===== config.mk =====
export PLATFORM = sky130hd
export DESIGN_NAME = acq_gate_flat
export DESIGN_NICKNAME = d
export VERILOG_FILES = /design/src/rtl/acq_gate_pkg.sv /design/src/rtl/acq_gate_if.sv /design/src/rtl/acq_slot_cnt.sv /design/src/rtl/acq_gate.sv /design/src/flat_wrapper.sv
export SDC_FILE = /design/constraint.sdc
export NUM_CORES = 1
export LEC_CHECK = 0
export CORE_AREA = 2 2 112 81
export CTS_CLUSTER_DIAMETER = 50
export DETAILED_ROUTE_END_ITERATION = 12
export DIE_AREA = 0 0 114 83
export PLACE_DENSITY = 0.73
export REMOVE_ABC_BUFFERS = 1
export SLEW_MARGIN = 40
export SYNTH_ARGS = -nofsm -noshare
export SYNTH_HDL_FRONTEND = slang
export SYNTH_SLANG_ARGS = --single-unit

===== constraint.sdc =====
create_clock -name i_clk100M -period 5.2 [get_ports i_clk100M]
set_clock_uncertainty 0.15 [all_clocks]
set_input_delay 1.04 -clock i_clk100M [delete_from_list [all_inputs] [get_ports i_clk100M]]
set_output_delay 1.04 -clock i_clk100M [all_outputs]
set_load 0.005 [all_outputs]

===== src/rtl/acq_gate_pkg.sv =====
// Shared definitions for the acquisition gate: one-hot FSM encoding and decimation field width.
package acq_gate_pkg;

  localparam int unsigned DecimW = 4;
  localparam int unsigned StW    = 4;

  localparam logic [StW-1:0] StIdle  = 4'b0001;
  localparam logic [StW-1:0] StDelay = 4'b0010;
  localparam logic [StW-1:0] StAcq   = 4'b0100;
  localparam logic [StW-1:0] StDone  = 4'b1000;

endpackage


===== src/rtl/acq_gate_if.sv =====
// FIFO write-side bundle between the acquisition gate (master) and the sample FIFO (slave).
interface acq_gate_if #(
  parameter int unsigned DATA_W = 8
);

  logic              wr_en;
  logic [DATA_W-1:0] wr_data;
  logic              fifo_full;

  modport master (
    output wr_en,
    output wr_data,
    input  fifo_full
  );

  modport slave (
    input  wr_en,
    input  wr_data,
    output fifo_full
  );

endinterface


===== src/rtl/acq_slot_cnt.sv =====
// Slot timing: decimation spacing counter plus remaining-slot counter, loaded at trigger accept.
module acq_slot_cnt
  import acq_gate_pkg::*;
#(
  parameter int unsigned CNT_W = 16
) (
  input  logic              clk,
  input  logic              rst_n,
  input  logic              load,
  input  logic              run,
  input  logic              clear,
  input  logic [DecimW-1:0] decim,
  input  logic [CNT_W-1:0]  length,
  output logic              slot,
  output logic              last
);

  logic [DecimW-1:0] decim_q;
  logic [DecimW-1:0] dec_cnt_q;
  logic [CNT_W-1:0]  remain_q;

  assign slot = run && (remain_q != '0) && (dec_cnt_q == '0);
  // Zero remaining covers length=0: finish on the first ACQ cycle without a slot.
  assign last = run && ((remain_q == '0) || (slot && (remain_q == CNT_W'(1))));

  always_ff @(posedge clk or negedge rst_n) begin
    if (!rst_n) begin
      decim_q   <= '0;
      dec_cnt_q <= '0;
      remain_q  <= '0;
    end else if (clear) begin
      dec_cnt_q <= '0;
      remain_q  <= '0;
    end else if (load) begin
      decim_q   <= decim;
      dec_cnt_q <= '0;
      remain_q  <= length;
    end else if (run) begin
      if (slot) begin
        remain_q  <= remain_q - CNT_W'(1);
        dec_cnt_q <= decim_q;
      end else if (dec_cnt_q != '0) begin
        dec_cnt_q <= dec_cnt_q - DecimW'(1);
      end
    end
  end

endmodule


===== src/rtl/acq_gate.sv =====
// Triggered acquisition gate: after a programmable delay, writes decimated ADC samples to a FIFO.
module acq_gate
  import acq_gate_pkg::*;
#(
  parameter int unsigned DATA_W = 8,
  parameter int unsigned CNT_W  = 16
) (
  input  logic              i_clk100M,
  input  logic              i_rst_n,
  input  logic              i_trig_recv,
  input  logic              i_arm,
  input  logic              i_abort,
  input  logic [CNT_W-1:0]  i_start_delay,
  input  logic [CNT_W-1:0]  i_length,
  input  logic [DecimW-1:0] i_decim,
  input  logic [DATA_W-1:0] i_adc_data,
  acq_gate_if.master        fifo,
  output logic              o_busy,
  output logic              o_done,
  output logic              o_overflow,
  output logic              o_trig_miss
);

  logic [StW-1:0]    state_q, state_d;
  logic [CNT_W-1:0]  delay_q, delay_d;
  logic              trig_prev_q;
  logic              wr_en_q;
  logic [DATA_W-1:0] wr_data_q;
  logic              overflow_q;
  logic              trig_miss_q;

  logic trig_edge;
  logic accept;
  logic in_acq;
  logic slot;
  logic slot_last;
  logic slot_fire;

  assign trig_edge = i_trig_recv && !trig_prev_q;
  assign accept    = (state_q == StIdle) && trig_edge && i_arm && !i_abort;
  assign in_acq    = (state_q == StAcq);
  assign slot_fire = slot && !i_abort;

  acq_slot_cnt #(
    .CNT_W(CNT_W)
  ) u_slot_cnt (
    .clk   (i_clk100M),
    .rst_n (i_rst_n),
    .load  (accept),
    .run   (in_acq),
    .clear (i_abort),
    .decim (i_decim),
    .length(i_length),
    .slot  (slot),
    .last  (slot_last)
  );

  always_comb begin
    state_d = state_q;
    delay_d = delay_q;
    case (state_q)
      StIdle: begin
        if (accept) begin
          // Zero delay skips DELAY so the first ACQ cycle is the one after the edge.
          if (i_start_delay == '0) begin
            state_d = StAcq;
          end else begin
            state_d = StDelay;
            delay_d = i_start_delay;
          end
        end
      end
      StDelay: begin
        if (delay_q <= CNT_W'(1)) begin
          state_d = StAcq;
          delay_d = '0;
        end else begin
          delay_d = delay_q - CNT_W'(1);
        end
      end
      StAcq: begin
        if (slot_last) state_d = StDone;
      end
      StDone: state_d = StIdle;
      default: state_d = StIdle;
    endcase
    if (i_abort) begin
      state_d = StIdle;
      delay_d = '0;
    end
  end

  always_ff @(posedge i_clk100M or negedge i_rst_n) begin
    if (!i_rst_n) begin
      state_q     <= StIdle;
      delay_q     <= '0;
      trig_prev_q <= 1'b0;
      wr_en_q     <= 1'b0;
      wr_data_q   <= '0;
      overflow_q  <= 1'b0;
      trig_miss_q <= 1'b0;
    end else begin
      state_q     <= state_d;
      delay_q     <= delay_d;
      trig_prev_q <= i_trig_recv;
      wr_en_q     <= slot_fire && !fifo.fifo_full;
      if (slot_fire) wr_data_q <= i_adc_data;
      if (accept) begin
        overflow_q  <= 1'b0;
        trig_miss_q <= 1'b0;
      end else begin
        if (slot_fire && fifo.fifo_full) overflow_q <= 1'b1;
        if (trig_edge && (state_q != StIdle)) trig_miss_q <= 1'b1;
      end
    end
  end

  assign fifo.wr_en   = wr_en_q;
  assign fifo.wr_data = wr_data_q;
  assign o_busy       = (state_q == StDelay) || (state_q == StAcq);
  assign o_done       = (state_q == StDone);
  assign o_overflow   = overflow_q;
  assign o_trig_miss  = trig_miss_q;

endmodule


===== src/flat_wrapper.sv =====
// flat-port wrapper written by rule: the top's interface ports become plain ports
module acq_gate_flat import acq_gate_pkg::*;
#(
  parameter int unsigned DATA_W = 8,
  parameter int unsigned CNT_W  = 16
)
  (i_clk100M, i_rst_n, i_trig_recv, i_arm, i_abort, i_start_delay, i_length, i_decim, i_adc_data, o_busy, o_done, o_overflow, o_trig_miss, fifo_wr_en, fifo_wr_data, fifo_fifo_full);
  acq_gate_if #(.DATA_W(DATA_W)) fifo_i ();
  input  logic i_clk100M;
  input  logic i_rst_n;
  input  logic i_trig_recv;
  input  logic i_arm;
  input  logic i_abort;
  input  logic [CNT_W-1:0] i_start_delay;
  input  logic [CNT_W-1:0] i_length;
  input  logic [DecimW-1:0] i_decim;
  input  logic [DATA_W-1:0] i_adc_data;
  output logic o_busy;
  output logic o_done;
  output logic o_overflow;
  output logic o_trig_miss;
  output wire logic [$bits(fifo_i.wr_en)-1:0] fifo_wr_en;
  output wire logic [$bits(fifo_i.wr_data)-1:0] fifo_wr_data;
  input wire logic [$bits(fifo_i.fifo_full)-1:0] fifo_fifo_full;
  assign fifo_wr_en = fifo_i.wr_en;
  assign fifo_wr_data = fifo_i.wr_data;
  assign fifo_i.fifo_full = fifo_fifo_full;
  acq_gate #(.DATA_W(DATA_W), .CNT_W(CNT_W)) u_core (.i_clk100M(i_clk100M), .i_rst_n(i_rst_n), .i_trig_recv(i_trig_recv), .i_arm(i_arm), .i_abort(i_abort), .i_start_delay(i_start_delay), .i_length(i_length), .i_decim(i_decim), .i_adc_data(i_adc_data), .fifo(fifo_i), .o_busy(o_busy), .o_done(o_done), .o_overflow(o_overflow), .o_trig_miss(o_trig_miss));
endmodule

# --- Word-level counts from Yosys, hierarchy flattened ---
# Index checks and enable logic that the tools add are counted.
# Widths: inputs -> output; s select.
op_classes:
  reduce_logical: 33
  n_eq_ne: 10
  shifts: 0
  muxes: 24
  addsub: 3
  mul: 0
  bitwise_logic: 1
  div_mod_pow: 0
  n_lt_le_gt_ge: 1
op_table:
  columns: ["operator", "count"]
  rows:
  - ["$mux 16", 8]
  - ["$mux 4", 9]
  - ["$logic_not 16->1", 2]
  - ["$pmux 16 s2", 1]
  - ["$sub 16x1->16 const B", 2]
  - ["$eq 16x1->1 const B", 1]
  - ["$le 16x1->1 const B", 1]
  - ["$reduce_bool 16->1", 1]
  - ["$logic_and 1x1->1", 12]
  - ["$pmux 4 s3", 1]
  - ["$ne 3x2->1 const B", 3]
  - ["$reduce_bool 3->1", 3]
  - ["$reduce_bool 4->1", 2]
  - ["$reduce_and 2->1", 3]
  - ["$reduce_and 3->1", 2]
  - ["$eq 4x1->1 const B", 1]
  - ["$eq 4x2->1 const B", 1]
  - ["$eq 4x3->1 const B", 1]
  - ["$eq 4x4->1 const B", 1]
  - ["$logic_not 4->1", 1]
  - ["$mux 1", 4]
  - ["$ne 4x1->1 const B", 1]
  - ["$reduce_bool 2->1", 2]
  - ["$sub 4x1->4 const B", 1]
  - ["other kinds (5)", 8]
word_totals:
  ramBits: 0
  latch_bits: 0
  memories: 0
  word_cells: 82
  romBits: 0
  register_bits: 56
  output_inout_bits: 13
  inputBits: 50

# --- Longest topological paths before layout ---
# Gate-level depths: netlist of the first run.
logic_depth:
  depth_word: 9
  ltp_mapped: 9
  depth_no_buf: 7

# --- Cells and area by module ---
# Synthesis of the first run repeated with hierarchy kept, for this count alone.
unflattened:
  hier_cells: 357
  hier_area_um2: 3440.8
by_module_without_submodules:
  columns: ["module", "area_each_um2", "seq_area_each_um2", "n_inst", "cells_each"]
  rows:
  - ["acq_gate", 1767.9, 802.0, 1, 175]
  - ["acq_slot_cnt", 1672.9, 600.6, 1, 182]

# --- Worst setup path before layout of the first run ---
# OpenSTA, ideal clock, no wires.
synth_path:
  path_type: "input-to-reg"
  from: "input i_abort"
  to: "register u_core.u_slot_cnt.decim_q[0]"
  setup_ns: 0.125
  cell_stages: 5
  t_required_ns: 4.925
  path_buffers: 1
  arrival_ns: 2.320
  setup_slack_ns: 2.605
  cell_sequence: "nor3_1 > nand2_1 > nor2_1 > clkbuf_1 > mux2_2"
synth_via:
  elab_chain_cells: 3
  word_cells_on_any_way: 4
  cone_classes: "1 x bitwise; 3 x reduce/logical"
synth_lines:
  columns: ["element", "line", "text"]
  rows:
  - ["start: declaration", "flat_wrapper.sv:13", "input logic i_abort;"]
  - ["$logic_not 1->1", "acq_gate.sv:40", "assign accept = (state_q == StIdle) && trig_edge && i_arm && !i_abort;"]
  - ["$logic_and 1x1->1", "acq_gate.sv:40", null]
  - ["$reduce_and 2->1 (no source line) *", null, null]
  - ["end signal: assignment", "acq_slot_cnt.sv:35", "decim_q <= decim;"]
  - ["end: declaration", "acq_slot_cnt.sv:18", "logic [DecimW-1:0] decim_q;"]
# Every way passes the cells marked *; elsewhere a longest branch is shown, timed or not.
# A chain may end at the register's enable or synchronous reset.

# --- Worst setup path after layout of the first run ---
layout_path:
  from: "input i_start_delay[3]"
  to: "register u_core.delay_q[15]"
layout_via:
  elab_chain_cells: 3
layout_lines:
  columns: ["element", "line", "text"]
  rows:
  - ["start: declaration", "flat_wrapper.sv:14", "input logic [CNT_W-1:0] i_start_delay;"]
  - ["$logic_not 16->1", "acq_gate.sv:65", "if (i_start_delay == '0) begin"]
  - ["$ne 3x3->1 (no source line)", null, null]
  - ["$reduce_and 3->1 (no source line)", null, null]
  - ["end signal: assignment", "acq_gate.sv:104", "delay_q <= delay_d;"]
  - ["end: declaration", "acq_gate.sv:25", "logic [CNT_W-1:0] delay_q, delay_d;"]
# No other way between the ends.

==> qor.csv, run 1 <==
stage,metric,value,unit
clock_network,clk_lat worst skew,0.29,ns
critical_path,CP startpoint,i_start_delay[3],
synth,"FFs w/ async S/R, synth",100,%
min_path,HP Start,u_core.fifo.wr_data[7]$_DFFE_PN0N_,
layout,layout cell share with drive strength beyond 1,8.00,%
sta,"Worst Setup Slack, final",2.08,ns
layout,design area,4130,um2
power,Pwr per Cell Area,257,nW/um2
detailed_routing,DRC viols,0,
synth,Synth Register Bits,56,
clock_network,CTS-repair resized insts,0,
critical_path,r2r startpoint,u_core.u_slot_cnt.remain_q[0]$_DFFE_PN0P_,
layout,antenna diode count,0,
placed_design,dpl cell area,3980,um2
critical_path,WP data arrival,3.14,ns
detailed_routing,Routed WL per cell,16.0,um
placed_design,Post-Place Worst Slack,1.80,ns
sta,worst slew pin tran,0.715,ns
detailed_routing,antenna-violating nets left,0,
clock_network,H-tree depth,2,
global_route,largest net degree at the start of global routing,57,
sta,worst rel slew slack,52.4,%
detailed_routing,DRT Wirelength,8460,um
floorplanning,Rows,28,
sta,post-route clock period utilization,59.9,%
critical_path,WP buf/inv,2,
sta,"Slew Viols, Final",0,
clock_network,Clock Tree Root,clkbuf_16,
synth,syn avg cell area,8.93,um2
sta,f_max,0.321,GHz
global_route,first-pass GRT wire length,14300,um
global_route,GRT overflow,0,
global_route,GRT Util Overall,18.4,%
synth,top_reg_cell synth,dfrtp_1,
sta,final setup vio count,0,
critical_path,reg2reg path depth,7,
critical_path,Critical Path RT,5.22,ns
job,Max Cap Viol,0,
clock_network,TritonCTS clock tree,built,
synth,register area share after synthesis,42.8,%
critical_path,CP Max Fanout,29,
floorplanning,I/O pins,63,
critical_path,CP cell instances,clkdlybuf4s50_1 -> nor4_1 -> a41oi_1 -> o2bb2ai_1 -> buf_4 -> a21oi_1 -> a221o_2,
clock_network,CTS Buf Count,5,
global_route,initial antenna violation count,0,
power,VDD IR max,144,uV
critical_path,reg2reg setup slack,2.41,ns
clock_network,CTS sink count,56,
layout,fill cell count,827,
clock_network,Worst-path clk slew,0.07,ns
min_path,Hold Path Depth,2,
synth,Synth Instances,367,
floorplanning,core area,8340,um2
clock_network,hold-fix buffers at CTS,0,
layout,Layout area overhead,25.9,%
floorplanning,DIE HEIGHT,83,um
power,total power,0.00106,W
clock_network,clk buf depth,2,
min_path,HP Class,reg2reg,
synth,"EDFF count, synth",0,
detailed_routing,drt via density,5.71,
synth,Ys Warns,0,
floorplanning,die area,9460,um2
sta,WHS,0.325,ns
synth,Netlist cell types,62,
detailed_routing,DR pass1 iterations,5,
detailed_routing,drt initial violations,134,
critical_path,Crit path max-delay family,buffers and inverters,
clock_network,Setup Buffers After CTS,0,
outcome,outcome,"complete, no violations",
floorplanning,Die W,114,um
critical_path,critical path depth in cells,7,
critical_path,Critical Path End Type,register,
power,Leakage,1.76,nW
floorplanning,Initial Utilization,39.3,%
placed_design,detailed placement HPWL,6150,um
critical_path,CP max stage delay,0.59,ns
layout,fin nets,480,
placed_design,count of input and output buffers,62,
synth,synthesized cell area,3280,um2
sta,Final TNS setup,0,ns
detailed_routing,DR vias,3028,
placed_design,Final GP Congestion,0.880,
global_route,vias in the first global route,2956,
sta,unrepaired setup endpoints after global routing,no,
critical_path,crit path kind,in2reg,
critical_path,critical path startpoint category,input pin,
critical_path,critical path's slowest cell,nor4_1,
sta,min Tclk post-route,3.12,ns
sta,final hold vios,0,
power breakdown:
part / leakage, nW / switching, W / total [W] / internal (W)
sequential: 0.747 / 0.0000324 / 0.000500 / 0.000467
clock: 0.0712 / 0.000144 / 0.000337 / 0.000193
combinational: 0.942 / 0.000119 / 0.000226 / 0.000107
total: 1.76 / 0.000296 / 0.00106 / 0.000767
tightest hold or removal path: stages (launching register included):
cell and delay [ns]:
dfrtp_1 0.34, nand2_1 0.05, nand2_1 0.05
cell families (layout without fill, tap and decap cells):
logic type	Yosys count	after routing	synth area share [%]
and+or+nand+nor	151	151	23.9
DFF	56	56	42.8
buffers and inverters	34	92	4.66
AOI/OAI and AO/OA	107	107	22.4
muxes	6	6	2.02
xor gates and xnor gates	7	7	1.87
adders and majority gates	6	6	2.29
Yosys cell counts, types with 3 or more instances:
cell / instances / area share [%]
a21o_1: 5 / 1.1
a21oi_1: 21 / 3.2
a221o_1: 5 / 1.5
a22o_1: 3 / 0.80
a22oi_1: 3 / 0.69
a31oi_1: 4 / 0.76
a32oi_1: 8 / 2.1
clkbuf_1: 11 / 1.3
dfrtp_1: 55 / 42
ha_1: 6 / 2.3
inv_1: 17 / 1.9
mux2_2: 5 / 1.7
nand2_1: 53 / 6.1
nand3_1: 4 / 0.61
nor2_1: 29 / 3.3
nor3_1: 20 / 3.1
nor4_1: 10 / 1.9
nor4b_1: 3 / 0.80
o211ai_1: 7 / 1.6
o21ai_0: 25 / 3.8
o221ai_1: 3 / 0.80
o31ai_1: 3 / 0.69
or3_1: 3 / 0.57
or4_1: 5 / 1.1
or4b_2: 4 / 1.2
xnor2_1: 5 / 1.3
metal layers:
layer	up-vias	routed length [um]	global-route usage [%]
li1	1472	-	-
met5	-	0	0
met4	0	81	5.10
met3	6	407	3.80
met1	1474	4300	27.7
met2	76	3670	26.7
cell usage in the layout, fill, tap and decap left out, types with 3 or more instances in the layout:
master,n
clkdlybuf4s50_1,61
dfrtp_1,55
nand2_1,53
nor2_1,29
o21ai_0,25
a21oi_1,21
nor3_1,20
inv_1,17
nor4_1,10
a32oi_1,8
o211ai_1,7
ha_1,6
xnor2_1,5
or4_1,5
mux2_2,5
a21o_1,5
a221o_1,5
clkbuf_16,5
buf_4,5
nand3_1,4
or4b_2,4
nor4b_1,3
or3_1,3
a22oi_1,3
o221ai_1,3
o31ai_1,3
a31oi_1,3
a22o_1,3
path summary, 6_finish.rpt:
check	to
max reg2reg	u_core.u_slot_cnt.remain_q[9]$_DFFE_PN0P_
min reg2reg	u_core.fifo.wr_data[7]$_DFFE_PN0N_
min in group asynchronous	u_core.delay_q[7]$_DFFE_PN0P_
max	u_core.delay_q[15]$_DFFE_PN0P_
min	u_core.fifo.wr_data[7]$_DFFE_PN0N_
max in group asynchronous	u_core.u_slot_cnt.decim_q[1]$_DFFE_PN0P_
layout make-up:
| type | instances | area (um2) | share of cell area (%) |
|---|---|---|---|
| Tap cell | 105 | 131 | 3.18 |
| Inverter | 17 | 63.8 | 1.55 |
| Sequential cell | 56 | 1400 | 34.0 |
| Timing Repair Buffer | 67 | 653 | 15.8 |
| Multi-Input combinational cell | 277 | 1730 | 41.9 |
| Clock buffer | 8 | 146 | 3.55 |
per-stage QoR:
step           utilization [%]  instances
3_5_place_dp              47.7        522
5_1_grt                   49.5        530
4_1_cts                   49.5        530
2_1_floorplan                -        350
6_report                  49.5        530
3_3_place_gp              47.7        522
state kept, by name (all words and copies together), names as in the netlist, 4 cells and up:
name	count
u_core.state_q	4
u_core.fifo.wr_data	8
u_core.u_slot_cnt.dec_cnt_q	4
u_core.u_slot_cnt.remain_q	16
u_core.u_slot_cnt.decim_q	4
u_core.delay_q	16
Power figures use the tool's default switching activity.
==> inputs of run 2 (changes only) <==
==> constraint.sdc (replaced) <==
create_clock -name i_clk100M -period 3.2 [get_ports i_clk100M]
set_clock_uncertainty 0.15 [all_clocks]
set_input_delay 0.64 -clock i_clk100M [delete_from_list [all_inputs] [get_ports i_clk100M]]
set_output_delay 0.64 -clock i_clk100M [all_outputs]
set_load 0.005 [all_outputs]
==> run 2 against run 1 <==
  * Global-route usage up 0.72 points
  * Sequential share of layout area down 0.76 points
  * Flip-flop and latch count did not move
  * Clock power grew 82%
  * Worst setup slack worse by 1.7 ns
  * Die area unchanged
  * Hold slack got worse by 0.087 ns
  * Utilization grew 1.1 points
  * Cell count increased by 1.7%
  * Largest power group unchanged
==> qor.csv, run 2 (synthesis gave the netlist of run 1 again) <==
stage,metric,value,unit,change
floorplanning,Initial Utilization,39.3,%,unchanged
power,Pwr per Cell Area,429,nW/um2,+67%
clock_network,clk buf depth,2,,unchanged
global_route,vias in the first global route,2969,,+0.44%
sta,worst slew pin tran,0.682,ns,-0.0327 ns
clock_network,CTS sink count,56,,unchanged
detailed_routing,DRT Wirelength,8870,um,+4.9%
min_path,HP Class,in2async,,
detailed_routing,drt via density,5.88,,+2.9%
clock_network,Clock Tree Root,clkbuf_16,,
detailed_routing,DR vias,3170,,+4.7%
layout,layout cell share with drive strength beyond 1,10.1,%,+2.1 points
floorplanning,I/O pins,63,,unchanged
critical_path,Critical Path RT,3.23,ns,-1.99 ns
critical_path,reg2reg path depth,7,,unchanged
floorplanning,core area,8340,um2,unchanged
sta,post-route clock period utilization,88.0,%,
clock_network,CTS Buf Count,5,,unchanged
floorplanning,Rows,28,,unchanged
global_route,first-pass GRT wire length,14800,um,+3.5%
sta,Final TNS setup,0,ns,unchanged
detailed_routing,Routed WL per cell,16.5,um,+3.1%
critical_path,critical path startpoint category,register,,
power,total power,0.00181,W,+71%
critical_path,Critical Path End Type,register,,
floorplanning,die area,9460,um2,unchanged
placed_design,Final GP Congestion,0.918,,+4.4%
critical_path,WP data arrival,2.84,ns,-0.30 ns
critical_path,reg2reg setup slack,0.39,ns,-2.03 ns
placed_design,dpl cell area,4050,um2,+1.9%
layout,design area,4220,um2,+2.3%
layout,antenna diode count,0,,unchanged
critical_path,crit path kind,reg2reg,,
sta,f_max,0.355,GHz,
sta,final setup vio count,0,,unchanged
floorplanning,DIE HEIGHT,83,um,unchanged
sta,"Slew Viols, Final",0,,unchanged
job,Max Cap Viol,0,,unchanged
detailed_routing,drt initial violations,207,,+54%
clock_network,hold-fix buffers at CTS,0,,unchanged
detailed_routing,DR pass1 iterations,4,,-1
sta,min Tclk post-route,2.82,ns,
global_route,GRT overflow,0,,unchanged
detailed_routing,DRC viols,0,,unchanged
global_route,largest net degree at the start of global routing,30,,-47%
clock_network,H-tree depth,2,,unchanged
layout,fin nets,489,,+1.9%
power,Leakage,1.82,nW,+3.4%
clock_network,Setup Buffers After CTS,0,,unchanged
placed_design,count of input and output buffers,62,,unchanged
detailed_routing,antenna-violating nets left,0,,unchanged
global_route,GRT Util Overall,19.2,%,+0.72 points
clock_network,CTS-repair resized insts,0,,unchanged
sta,WHS,0.238,ns,-0.0868 ns
floorplanning,Die W,114,um,unchanged
power,VDD IR max,315,uV,+120%
layout,Layout area overhead,28.7,%,
sta,worst rel slew slack,54.5,%,+2.2 points
sta,final hold vios,0,,unchanged
layout,"commonest non-fill, non-tap cell in the layout",clkdlybuf4s50_1,,
clock_network,TritonCTS clock tree,built,,
sta,unrepaired setup endpoints after global routing,no,,
global_route,initial antenna violation count,0,,unchanged
critical_path,CP Max Fanout,23,,-21%
outcome,outcome,"complete, no violations",,
layout,most frequent cells in the layout,"clkdlybuf4s50_1, dfrtp_1, nand2_1",,
clock_network,clk_lat worst skew,0.29,ns,about the same
clock_network,Worst-path clk slew,0.07,ns,about the same
placed_design,detailed placement HPWL,6510,um,+5.7%
[run 2: path summary, 6_finish.rpt]
kind / from / to
setup / recovery: u_core.u_slot_cnt.remain_q[0]$_DFFE_PN0P_ / u_core.u_slot_cnt.remain_q[9]$_DFFE_PN0P_
hold / removal: i_rst_n / u_core.delay_q[5]$_DFFE_PN0P_
setup reg to reg: u_core.u_slot_cnt.remain_q[0]$_DFFE_PN0P_ / u_core.u_slot_cnt.remain_q[9]$_DFFE_PN0P_
hold reg to reg: u_core.fifo.wr_data[6]$_DFFE_PN0N_ / u_core.fifo.wr_data[6]$_DFFE_PN0N_
max in group asynchronous: i_rst_n / u_core.state_q[0]$_DFFE_PN1P_
min in group i_clk100M: u_core.fifo.wr_data[6]$_DFFE_PN0N_ / u_core.fifo.wr_data[6]$_DFFE_PN0N_
[run 2: worst max-delay path: stages, from the launching register on]
cell and delay, ns:
dfrtp_1 0.42, inv_1 0.10, ha_1 0.19, or4b_2 0.64
nor4_4 0.37, or2_4 0.38, o21ai_0 0.14, a221o_1 0.32
[run 2: final cells by class]
class | instances | area, um2
inverter | 17 | 63.8
clock buffer | 6 | 129
multi-input combinational | 277 | 1730
sequential | 56 | 1400
fill | 807 | 4120
clock inverter | 2 | 35.0
tap | 105 | 131
timing repair buffer | 76 | 733
[run 2: per-layer routing]
metal	track usage, %	wire (um)	vias to the layer above
met4	2.55	46	0
met1	28.5	4280	1530
li1	-	-	1499
met3	5.11	671	4
met5	0	0	-
met2	28.6	3870	137
[run 2: where the power goes]
group	internal, W	switching [W]
Sequential	0.000759	0.0000539
Combinational	0.000184	0.000200
Clock	0.000369	0.000246
Total	0.00131	0.000499
[run 2: per-stage QoR]
stage	setup WS, ns	util, %	cells
3_3_place_gp	0.429	48.6	531
3_5_place_dp	0.301	48.6	531
6_report	0.385	50.6	539
2_1_floorplan	0.392	-	350
5_1_grt	0.220	50.6	539
4_1_cts	0.353	50.6	539
==> inputs of run 3 (changes only) <==
--- a/config.mk
+++ b/config.mk
@@ -9,7 +9,6 @@
 export CTS_CLUSTER_DIAMETER = 50
 export DETAILED_ROUTE_END_ITERATION = 12
 export DIE_AREA = 0 0 114 83
-export PLACE_DENSITY = 0.73
 export REMOVE_ABC_BUFFERS = 1
 export SLEW_MARGIN = 40
 export SYNTH_ARGS = -nofsm -noshare
==> constraint.sdc (replaced) <==
create_clock -name i_clk100M -period 2.8 [get_ports i_clk100M]
set_clock_uncertainty 0.15 [all_clocks]
set_input_delay 0.56 -clock i_clk100M [delete_from_list [all_inputs] [get_ports i_clk100M]]
set_output_delay 0.56 -clock i_clk100M [all_outputs]
set_load 0.005 [all_outputs]
==> run 3 against run 2 <==
  * Hold slack got worse by 0.085 ns
  * Routed wire length is 2.1% higher
  * Worst setup slack got worse by 0.14 ns
  * Fmax grew 10%
  * Global-route usage is 0.27 points higher
  * Flip-flop and latch count unchanged
  * Via count is 0.76% lower
  * Power up 11%
  * Critical endpoint is now u_core.u_slot_cnt.remain_q[12]$_DFFE_PN0P_
  * Highest routed layer unchanged
==> qor.csv, run 3 (synthesis gave the netlist of run 1 again) <==
stage,metric,value,unit,change
outcome,outcome,"complete, no violations",,
clock_network,H-tree depth,2,,unchanged
power,Leakage,1.87,nW,+2.5%
power,Sw Share,28.7,%,+1.2 points
global_route,vias in the first global route,3060,,+3.1%
detailed_routing,Routed WL per cell,16.5,um,about the same
global_route,GRT overflow,0,,unchanged
power,total power,0.00202,W,+11%
sta,final hold vios,0,,unchanged
clock_network,clk buf depth,2,,unchanged
clock_network,CTS Buf Count,5,,unchanged
critical_path,critical path's slowest cell,or4b_4,,
placed_design,Final GP Congestion,0.864,,-5.9%
detailed_routing,antenna-violating nets left,0,,unchanged
sta,f_max,0.391,GHz,+10%
critical_path,WP buf/inv,3,,+2
power,Psw,0.000579,W,+16%
floorplanning,Initial Utilization,39.3,%,unchanged
critical_path,r2r startpoint,u_core.u_slot_cnt.remain_q[0]$_DFFE_PN0P_,,
sta,worst rel slew slack,55.2,%,+0.66 points
placed_design,Post-Place Worst Slack,0.157,ns,-0.144 ns
global_route,largest net degree at the start of global routing,31,,+3.3%
floorplanning,I/O pins,63,,unchanged
floorplanning,Die W,114,um,unchanged
detailed_routing,DRT Wirelength,9060,um,+2.1%
critical_path,CP max stage delay,0.49,ns,-0.15 ns
sta,unrepaired setup endpoints after global routing,no,,
detailed_routing,DR vias,3146,,-0.76%
critical_path,Crit path max-delay family,simple AND/OR/NAND/NOR gates,,
sta,worst slew pin tran,0.672,ns,-0.00986 ns
critical_path,Critical Path End Type,register,,
power,VDD IR max,250,uV,-21%
critical_path,CP Max Fanout,9,,-61%
layout,Layout area overhead,31.4,%,
sta,Final TNS setup,0,ns,unchanged
sta,"Slew Viols, Final",0,,unchanged
detailed_routing,DRC viols,0,,unchanged
clock_network,clk_lat worst skew,0.29,ns,about the same
critical_path,CP startpoint,u_core.u_slot_cnt.remain_q[0]$_DFFE_PN0P_,,
sta,"Worst Setup Slack, final",0.241,ns,-0.144 ns
global_route,GRT Util Overall,19.4,%,+0.27 points
critical_path,CP dominant cell by count,buf_4,,
sta,final setup vio count,0,,unchanged
sta,post-route clock period utilization,91.4,%,+3.4 points
clock_network,Clock Tree Root,clkbuf_16,,
critical_path,reg2reg path depth,9,,+2
placed_design,detailed placement HPWL,6720,um,+3.2%
sta,min Tclk post-route,2.56,ns,-0.256 ns
clock_network,Worst-path clk slew,0.07,ns,about the same
layout,antenna diode count,0,,unchanged
floorplanning,core area,8340,um2,unchanged
critical_path,worst setup path end,u_core.u_slot_cnt.remain_q[12]$_DFFE_PN0P_,,
layout,layout cell share with drive strength beyond 1,12.1,%,+2.0 points
layout,"Core Util, Final",51.7,%,+1.0 points
detailed_routing,drt via density,5.72,,-2.7%
power,Flop pwr share,46.0,%,+1.1 points
critical_path,RR Endpoint,u_core.u_slot_cnt.remain_q[12]$_DFFE_PN0P_,,
critical_path,critical path depth in cells,9,,+2
floorplanning,DIE HEIGHT,83,um,unchanged
critical_path,WP data arrival,2.60,ns,-0.24 ns
power,Cell Int Power,0.00144,W,+9.5%
layout,most frequent cells in the layout,"clkdlybuf4s50_1, dfrtp_1, nand2_1",,
min_path,HP Class,in2async,,
global_route,first-pass GRT wire length,14800,um,+0.19%
placed_design,count of input and output buffers,62,,unchanged
floorplanning,die area,9460,um2,unchanged
clock_network,TritonCTS clock tree,built,,
global_route,initial antenna violation count,0,,unchanged
job,Max Cap Viol,0,,unchanged
detailed_routing,DR pass1 iterations,5,,+1
power,Pwr per Cell Area,468,nW/um2,+9.1%
critical_path,CP cell instances,inv_1 -> ha_1 -> or4b_4 -> nor4_4 -> buf_4 -> nor2_1 -> buf_4 -> a32o_1 -> a21o_1,,
detailed_routing,drt initial violations,239,,+15%
critical_path,reg2reg setup slack,0.24,ns,-0.14 ns
critical_path,Critical Path RT,2.84,ns,-0.39 ns
power,Combinational Power Share,23.5,%,+2.3 points
power,clock group share of total power,30.5,%,-3.4 points
clock_network,hold-fix buffers at CTS,0,,unchanged
layout,fin nets,500,,+2.2%
floorplanning,Rows,28,,unchanged
critical_path,critical path startpoint category,register,,
critical_path,crit path kind,reg2reg,,
clock_network,CTS sink count,56,,unchanged
layout,"commonest non-fill, non-tap cell in the layout",clkdlybuf4s50_1,,
[run 3: changes by cell type in the layout (fill, tap and decap cells not counted)]
cell / change
or4b_2: -1
nor2_2: -1
or4b_4: +1
buf_12: +2
clkbuf_1: +1
bufinv_16: -1
nor2_1: +1
or2_2: +1
clkinv_2: -1
buf_4: +8
dfrtp_2: +1
clkinv_4: +1
dfrtp_1: -1
[run 3: how the worst min path moves through the flow]
stage | startpoint | end | slack [ns]
2_1_floorplan | i_rst_n | u_core.delay_q[0]$_DFFE_PN0P_ | 0.11
3_3_place_gp | u_core.u_slot_cnt.remain_q[7]$_DFFE_PN0P_ | u_core.u_slot_cnt.remain_q[7]$_DFFE_PN0P_ | 0.31
3_5_place_dp | u_core.fifo.wr_data[0]$_DFFE_PN0N_ | u_core.fifo.wr_data[0]$_DFFE_PN0N_ | 0.32
4_1_cts | i_rst_n | u_core.u_slot_cnt.remain_q[8]$_DFFE_PN0P_ | 0.17
5_1_grt | i_rst_n | u_core.u_slot_cnt.remain_q[6]$_DFFE_PN0P_ | 0.19
6_report | i_rst_n | u_core.trig_prev_q$_DFF_PN0_ | 0.15
[run 3: power by group through the flow]
| stage | Sequential (W) | Clock (W) | Combinational (W) |
|---|---|---|---|
| finish | 0.000928 | 0.000615 | 0.000473 |
| global route | 0.000939 | 0.000683 | 0.000524 |
| CTS | 0.000927 | 0.000639 | 0.000459 |
| detailed placement | 0.000942 | 0 | 0.000457 |
| global placement | 0.000941 | 0 | 0.000453 |
| floorplan | 0.000928 | 0 | 0.000248 |
[run 3: worst register-to-register path, delay by kind of cell (launching register included)]
kind	cells	cell delay (ns)
adders and majority gates	1	0.18
AOI/OAI and AO/OA	2	0.40
and+or+nand+nor	3	0.87
DFF	1	0.43
buffers and inverters	3	0.44
[run 3: cell type report]
class	count	area [um2]
inverter	17	63.8
sequential	56	1400
timing repair buffer	86	833
tap	105	131
clock buffer	7	133
multi-input combinational	278	1730
clock inverter	1	8.76
fill	777	4030
[run 3: metrics by stage]
step	area [um2]	instances	hold WS (ns)
final	4310	550	0.154
after global routing	4310	550	0.190
after floorplan	3190	350	0.114
after detailed placement	4140	539	0.316
after global placement	4140	539	0.314
after CTS	4280	547	0.171
[run 3: timing repair]
action,CTS,global route
endpoints found under the hold margin,0,0
setup buffers,0,2
endpoints found under the setup margin,0,2
resized for setup,0,2
[run 3: metal layers]
layer | GRT usage, % | vias up | part of all wire, %
li1 | - | 1519 | -
met1 | 29.3 | 1522 | 51
met2 | 28.2 | 98 | 42
met3 | 3.94 | 7 | 5.4
met4 | 4.99 | 0 | 1.0
met5 | 0 | - | 0
